## src/rtl/vdma_burst_arbiter.sv

```systemverilog
// Shares one AXI burst engine between NUM VDMA requesters: tail requests first, then round-robin,
// with a watchdog that aborts a transfer the engine never accepts or never finishes.
module vdma_burst_arbiter #(
    parameter int          NUM     = 4,
    parameter int          LSIZE   = 9,
    parameter int          IDW     = 2,
    parameter logic [23:0] TIMEOUT = 24'hFFF000
) (
    input  logic                 clock,
    input  logic                 rst_n,
    input  logic                 enable,
    input  logic [NUM-1:0]       burst_req,
    input  logic [NUM-1:0]       tail_req,
    input  logic [NUM*LSIZE-1:0] req_len,
    output logic [NUM-1:0]       resp,
    output logic [NUM-1:0]       done,
    output logic                 cmd_valid,
    input  logic                 cmd_ready,
    output logic [LSIZE-1:0]     cmd_len,
    output logic [IDW-1:0]       cmd_id,
    output logic                 cmd_tail,
    input  logic                 eng_done,
    output logic                 abort,
    output logic [IDW-1:0]       err_id,
    output logic [2:0]           state_dbg
);

    // Command handshake: cmd_valid rises with ISSUE and the cmd_* fields stay frozen until the
    // cycle in which cmd_valid & cmd_ready are both high; that cycle is the single transfer point.
    typedef enum logic [2:0] {
        IDLE  = 3'd0,
        ISSUE = 3'd1,
        BUSY  = 3'd2,
        ZLEN  = 3'd3,
        FIN   = 3'd4
    } state_t;

    state_t           state, state_n;
    logic [IDW-1:0]   last, last_n;
    logic [23:0]      wdog, wdog_n;
    logic [NUM-1:0]   resp_n, done_n;
    logic             cmd_valid_n, cmd_tail_n, abort_n;
    logic [LSIZE-1:0] cmd_len_n;
    logic [IDW-1:0]   cmd_id_n, err_id_n, winner;
    logic             expired;

    // First set bit scanning ptr+1 .. ptr (mod NUM); descending loop lets the nearest hit win.
    function automatic logic [IDW-1:0] pick(input logic [NUM-1:0] v, input logic [IDW-1:0] ptr);
        int idx;
        pick = '0;
        for (int k = NUM; k >= 1; k--) begin
            idx = (int'(ptr) + k) % NUM;
            if (v[idx]) pick = IDW'(idx);
        end
    endfunction

    always_comb begin
        state_n     = state;
        last_n      = last;
        wdog_n      = '0;
        resp_n      = '0;
        done_n      = '0;
        cmd_valid_n = 1'b0;
        cmd_len_n   = cmd_len;
        cmd_id_n    = cmd_id;
        cmd_tail_n  = cmd_tail;
        abort_n     = 1'b0;
        err_id_n    = err_id;
        winner      = pick((tail_req != '0) ? tail_req : burst_req, last);
        expired     = (TIMEOUT != 24'd0) && (wdog == TIMEOUT);

        case (state)
            IDLE: begin
                if (enable && ((burst_req | tail_req) != '0)) begin
                    cmd_id_n   = winner;
                    cmd_len_n  = req_len[int'(winner)*LSIZE +: LSIZE];
                    cmd_tail_n = tail_req[winner];
                    if (req_len[int'(winner)*LSIZE +: LSIZE] == '0) begin
                        state_n = ZLEN;
                    end else begin
                        state_n     = ISSUE;
                        cmd_valid_n = 1'b1;
                    end
                end
            end
            ISSUE: begin
                wdog_n = wdog + 24'd1;
                if (cmd_valid && cmd_ready) begin
                    resp_n[cmd_id] = 1'b1;
                    state_n        = BUSY;
                end else if (expired) begin
                    abort_n  = 1'b1;
                    err_id_n = cmd_id;
                    last_n   = cmd_id;
                    state_n  = IDLE;
                end else begin
                    cmd_valid_n = 1'b1;
                end
            end
            BUSY: begin
                wdog_n = wdog + 24'd1;
                if (eng_done) begin
                    done_n[cmd_id] = 1'b1;
                    state_n        = FIN;
                end else if (expired) begin
                    abort_n  = 1'b1;
                    err_id_n = cmd_id;
                    last_n   = cmd_id;
                    state_n  = IDLE;
                end
            end
            ZLEN: begin
                resp_n[cmd_id] = 1'b1;
                state_n        = FIN;
            end
            FIN: begin
                // A zero-length grant reaches FIN without a done; it is delivered here instead.
                if (cmd_len == '0) done_n[cmd_id] = 1'b1;
                last_n  = cmd_id;
                state_n = IDLE;
            end
            default: state_n = IDLE;
        endcase
    end

    always_ff @(posedge clock) begin
        if (!rst_n) begin
            state     <= IDLE;
            last      <= IDW'(NUM - 1);
            wdog      <= '0;
            resp      <= '0;
            done      <= '0;
            cmd_valid <= 1'b0;
            cmd_len   <= '0;
            cmd_id    <= '0;
            cmd_tail  <= 1'b0;
            abort     <= 1'b0;
            err_id    <= '0;
        end else begin
            state     <= state_n;
            last      <= last_n;
            wdog      <= wdog_n;
            resp      <= resp_n;
            done      <= done_n;
            cmd_valid <= cmd_valid_n;
            cmd_len   <= cmd_len_n;
            cmd_id    <= cmd_id_n;
            cmd_tail  <= cmd_tail_n;
            abort     <= abort_n;
            err_id    <= err_id_n;
        end
    end

    assign state_dbg = state;

endmodule
```

## config.mk

```make
export PLATFORM = sky130hd
export DESIGN_NAME = vdma_burst_arbiter
export DESIGN_NICKNAME = d
export VERILOG_FILES = /design/src/rtl/vdma_burst_arbiter.sv
export SDC_FILE = /design/constraint.sdc
export NUM_CORES = 1
export LEC_CHECK = 0
export ABC_AREA = 1
export BUFFER_PORTS_ARGS = -buffer_cell sky130_fd_sc_hd__buf_4
export CORE_MARGIN = 2
export CORE_UTILIZATION = 57
export DETAILED_ROUTE_END_ITERATION = 12
export MAX_ROUTING_LAYER = met4
export PLACE_DENSITY = 0.85
export SLEW_MARGIN = 20
export SYNTH_ARGS = -nofsm -noshare
export SYNTH_HDL_FRONTEND = slang
export SYNTH_SLANG_ARGS = --single-unit
export TNS_END_PERCENT = 30
```

## constraint.sdc

```tcl
create_clock -name clock -period 4.3 [get_ports clock]
set_input_delay 1.075 -clock clock [delete_from_list [all_inputs] [get_ports clock]]
set_output_delay 1.075 -clock clock [all_outputs]
set_load 0.05 [all_outputs]
```

# == Word level (Yosys, flattened, before mapping) ==
# Cells that the tools add are included.
# totals
wordCells,106
latch_bits,0
mem_bits_ro,0
mem_count,0
reg_bits,53
output_inout_bits,27
ramBits,0
in_bits,49
# classes
div_mod_pow,0
n_mux,49
mul,1
reduce_logical,19
magnitude_cmp,7
addsub,5
eq_ne,8
bitwise,5
shift,1
# op_table
op,count
$shiftx A36 B7 Y9,1
$add A24 B1 Y24 const B,1
$eq A24 B24 Y1 const B,1
$mux W2,11
$logic_not A9 Y1,2
$mux W1,17
$lt A3 B4 Y1 const B,4
$mux W4,4
$pmux W4 S2,2
$mux W3,4
$pmux W3 S4,1
$bmux W1 S2,5
$reduce_or A2 Y1,5
$reduce_bool A4 Y1,2
$eq A3 B2 Y1 const B,2
$lt A2 B3 Y1 const B,2
$mul A2 B4 Y6 const B,1
$ne A2 B2 Y1 const B,3
$pmux W2 S3,1
$reduce_and A3 Y1,2
$add A2 B1 Y2 const B,2
$add A2 B2 Y2 const B,2
$and A1 B1 Y1 const A,4
$or A4 B4 Y4,1
other kinds (11),15

# == Longest topological paths before layout ==
# logic_depth
ltp_word,16
ltp_mapped,19
mapped_depth_nobuf,18

# == Worst setup path before layout ==
# OpenSTA, ideal clock, no wires.
# synth_timing
kind,input -> register
from,input tail_req[0]
to,register cmd_valid
arrival_time_ps,2589
n_path_buf,2
setup_ps,121
required_time_ps,4179
cell_stages,18
setup_slack_ps,1589
cell_sequence,nor2_2 > nand3_1 > nand3_1 > nand3_2 > nand2_1 > inv_1 > nand2_2 > nand3_2 > buf_6 > buf_6 > nand3_2 > nand3_1 > nand2_1 > nand2_1 > nor2_2 > nand3_1 > nand2_1 > a21oi_1
# synth_via
elab_chain_cells,15
elab_cells_between_ends,27
cone_classes,1 x mul; 1 x shift; 20 x mux; 1 x bitwise; 4 x reduce/logical
# synth_rtl
item,line,source
from (decl),13,"input logic [NUM-1:0] tail_req,"
$reduce_bool A4 Y1,69,"winner = pick((tail_req != '0) ? tail_req : burst_req, last);"
$mux W4,69,
$bmux W1 S2,53,if (v[idx]) pick = IDW'(idx);
$mux W1 (implied by the code) (2 in series),53,
$mux W2 (4 in series),53,
$mul A2 B4 Y6,78,if (req_len[int'(winner)*LSIZE +: LSIZE] == '0) begin
$shiftx A36 B7 Y9,78,
$logic_not A9 Y1,78,
$mux W1,78,
$mux W1 *,74,if (enable && ((burst_req | tail_req) != '0)) begin
$pmux W1 S2 *,72,case (state)
to (signal assigned),145,cmd_valid <= cmd_valid_n;
to (decl),17,"output logic cmd_valid,"
# Every way passes the cells marked *; elsewhere a longest branch is shown, timed or not. The select of a mux whose other input is x is not followed.
# A chain may end at the register's enable or synchronous reset.

# == Worst setup path after layout ==
# Same ends and word-level chain as after synthesis.

==> reports/metrics.csv <==
metric;value;unit
placed_cells;568;
start_kind;input port;
netlist_area;2980;sq um
die_area;5820;sq um
yosysUniqueCellTypes;40;
path_clk_slew;0.10;ns
worstReg2RegStart;last[0];
rows;26;
avgRoutedWirePerCell;12.9;um
p_per_area;314;nW/um^2
r2r-end;cmd_valid;
dr.pass1.iters;5;
grt_pass1_vias;2931;
end_kind;flip-flop;
crit_type;in2reg;
grt_max_degree;24;
core;5070;sq um
max_freq;325;MHz
cts_buffers;5;
drt_iter0_drc;266;
synth_seq_area_share;35.6;%
reg2reg_slack;1.73;ns
synth_async_sr_flop_share;0;%
relSlewSlack;63.9;%
yosys_warnings;0;
synth_ff_type;dfxtp_1;
final-instance-count-excl-fill;576;
rsz0062_at_grt;no;
leakagePower;1.70;nW
io_pins;76;
total_power;1.16;mW
period_share;71.6;%
ant_nets;0;
fillers;423;
synth-edff-count;0;
cap_violations;0;
start_util;58.7;%
clk_latency;0.30;ns
via_per_inst;5.39;
holdBufCountCts;0;
nets;556;
cts_tree;built;
drc;0;
totalWireLength;7.42;mm
arrival;3.27;ns
status;finished, final reports clean;
rr_worst_depth;17;
drive_above_1_share;22.9;%
hold_start;err_id[0];
post_cts_resized;0;
vias;3106;
die_w;76.3;um
diodes;0;
syn-num-nets;484;
slew_viol_final;0;
cts_setup_buffers;0;
hold_path_class;reg2reg;
syn_avg_cell_area;6.88;sq um
hpwl;5.72;mm
synth_cells;433;
antenna_found_initial;0;
finalHoldViolCount;0;
ir_drop;0.306;mV
root_buffer;clkbuf_8;
gp_congestion;0.966;
cts.htree.levels;2;
grt_pass1_wl;12.4;mm
area_delta_synth_final;23.7;%
die_h;76.3;um
globalRouteTotalUtil;26.1;%
worst_pin_slew;0.538;ns
cts.sinks;53;
synth_seq_cells;53;
min_path_cells;2;
grt_overflow;0;
io_buffers;75;
fin_setup_tns;0;ns
finalSetupViolCount;0;
cp.required;4.49;ns
fin_crit;3.08;ns
skew;0.00609;ns
hold_end;err_id[0];
critPathMaxFanout;20;
cts.path.max_buffers;2;
## cells in the mapped netlist (6+ instances only)
library cell | n | area [sq um]
nor3_1 | 20 | 100
nand3_2 | 6 | 60.1
dfxtp_1 | 53 | 1060
nor2_2 | 9 | 56.3
nand2_1 | 80 | 300
nand3_1 | 55 | 275
o211ai_1 | 8 | 60.1
nand4_1 | 8 | 50.1
inv_1 | 68 | 255
o21ai_0 | 14 | 70.1
a21oi_1 | 22 | 110
nor2_1 | 33 | 124
## metrics by stage
step / instance area [sq um] / hold WS (ns) / worst slack [ns] / util [%]
after CTS: 3690 / 0.463 / 1.28 / 72.6
after global routing: 3690 / 0.482 / 0.934 / 72.6
final: 3690 / 0.455 / 1.22 / 72.6
after floorplan: 2980 / 0.430 / 1.59 / -
after detailed placement: 3550 / 0.446 / 0.983 / 70.0
after global placement: 3550 / 0.436 / 1.14 / 70.0
## critical path: stages
cell and delay, ns:
buf_4 0.12, nor2_2 0.20, nand3_1 0.18, nand3_1 0.10
nand3_1 0.10, nand2_1 0.08, inv_1 0.05, nand2_2 0.06
nand2_1 0.06, nand2_2 0.31, nand2_4 0.21, nand2_1 0.11
nand3_1 0.06, nand2_1 0.14, nand2_1 0.08, nor2_2 0.11
nand3_1 0.09, nand2_1 0.08, a21oi_1 0.06
## flip-flops by register name, indices dropped and copies added (netlist names)
name       flops
done           4
last           2
cmd_len        9
abort          1
cmd_tail       1
state_dbg      3
resp           4
cmd_valid      1
wdog          24
err_id         2
cmd_id         2
## layer usage
metal	wire length, um	vias to the layer above	GRT usage [%]
met5	0	-	-
met4	101	0	7.27
met3	442	17	4.27
met2	3810	116	47.3
met1	3070	1399	29.6
li1	-	1574	-
## placed cells by master, fill, tap and decap left out, types with 5 or more instances in the layout
cell type,synthesis,routed
a21oi_1,22,22
buf_4,2,77
clkbuf_8,0,5
dfxtp_1,53,53
inv_1,68,68
nand2_1,80,80
nand2_2,5,5
nand3_1,55,55
nand3_2,6,6
nand3b_1,5,5
nand4_1,8,8
nor2_1,33,33
nor2_2,9,9
nor3_1,20,20
nor4_1,5,5
o211ai_1,8,8
o21ai_0,14,14
## kinds of logic (layout without fill, tap and decap cells)
| family | after synthesis | after routing | share of synthesized area [%] |
|---|---|---|---|
| AND/OR/NAND/NOR | 239 | 239 | 40.1 |
| AO/OA/AOI/OAI | 53 | 53 | 10.2 |
| adder cells (fa/ha/maj) | 2 | 2 | 0.840 |
| XOR/XNOR | 3 | 3 | 1.13 |
| buffers and inverters | 83 | 156 | 12.1 |
| flip-flops | 53 | 53 | 35.6 |
## worst max path at each step
stage / depth (start not counted) / slack (ns) / startpoint / end
6_report: 19 / 1.22 / tail_req[0] / cmd_valid
3_5_place_dp: 17 / 0.98 / tail_req[0] / cmd_valid
2_1_floorplan: 18 / 1.59 / tail_req[0] / cmd_valid
4_1_cts: 17 / 1.28 / tail_req[0] / cmd_valid
3_3_place_gp: 17 / 1.14 / tail_req[0] / cmd_valid
5_1_grt: 18 / 0.93 / tail_req[0] / cmd_valid
## cell type report
| cell class | instances | area (sq um) | area share [%] |
|---|---|---|---|
| flip-flops and latches | 53 | 1060 | 28.8 |
| clock inverters | 3 | 65.1 | 1.77 |
| inverters | 71 | 267 | 7.23 |
| clock buffers | 5 | 68.8 | 1.87 |
| well taps | 70 | 87.6 | 2.38 |
| multi-input cells | 297 | 1560 | 42.3 |
| repair buffers | 77 | 578 | 15.7 |
## power by group
| part | total (mW) | internal [mW] | switching, mW |
|---|---|---|---|
| logic | 0.243 | 0.0882 | 0.155 |
| registers | 0.523 | 0.506 | 0.0172 |
| clock network | 0.391 | 0.231 | 0.160 |
No activity file was read; power rests on OpenSTA's default activity.
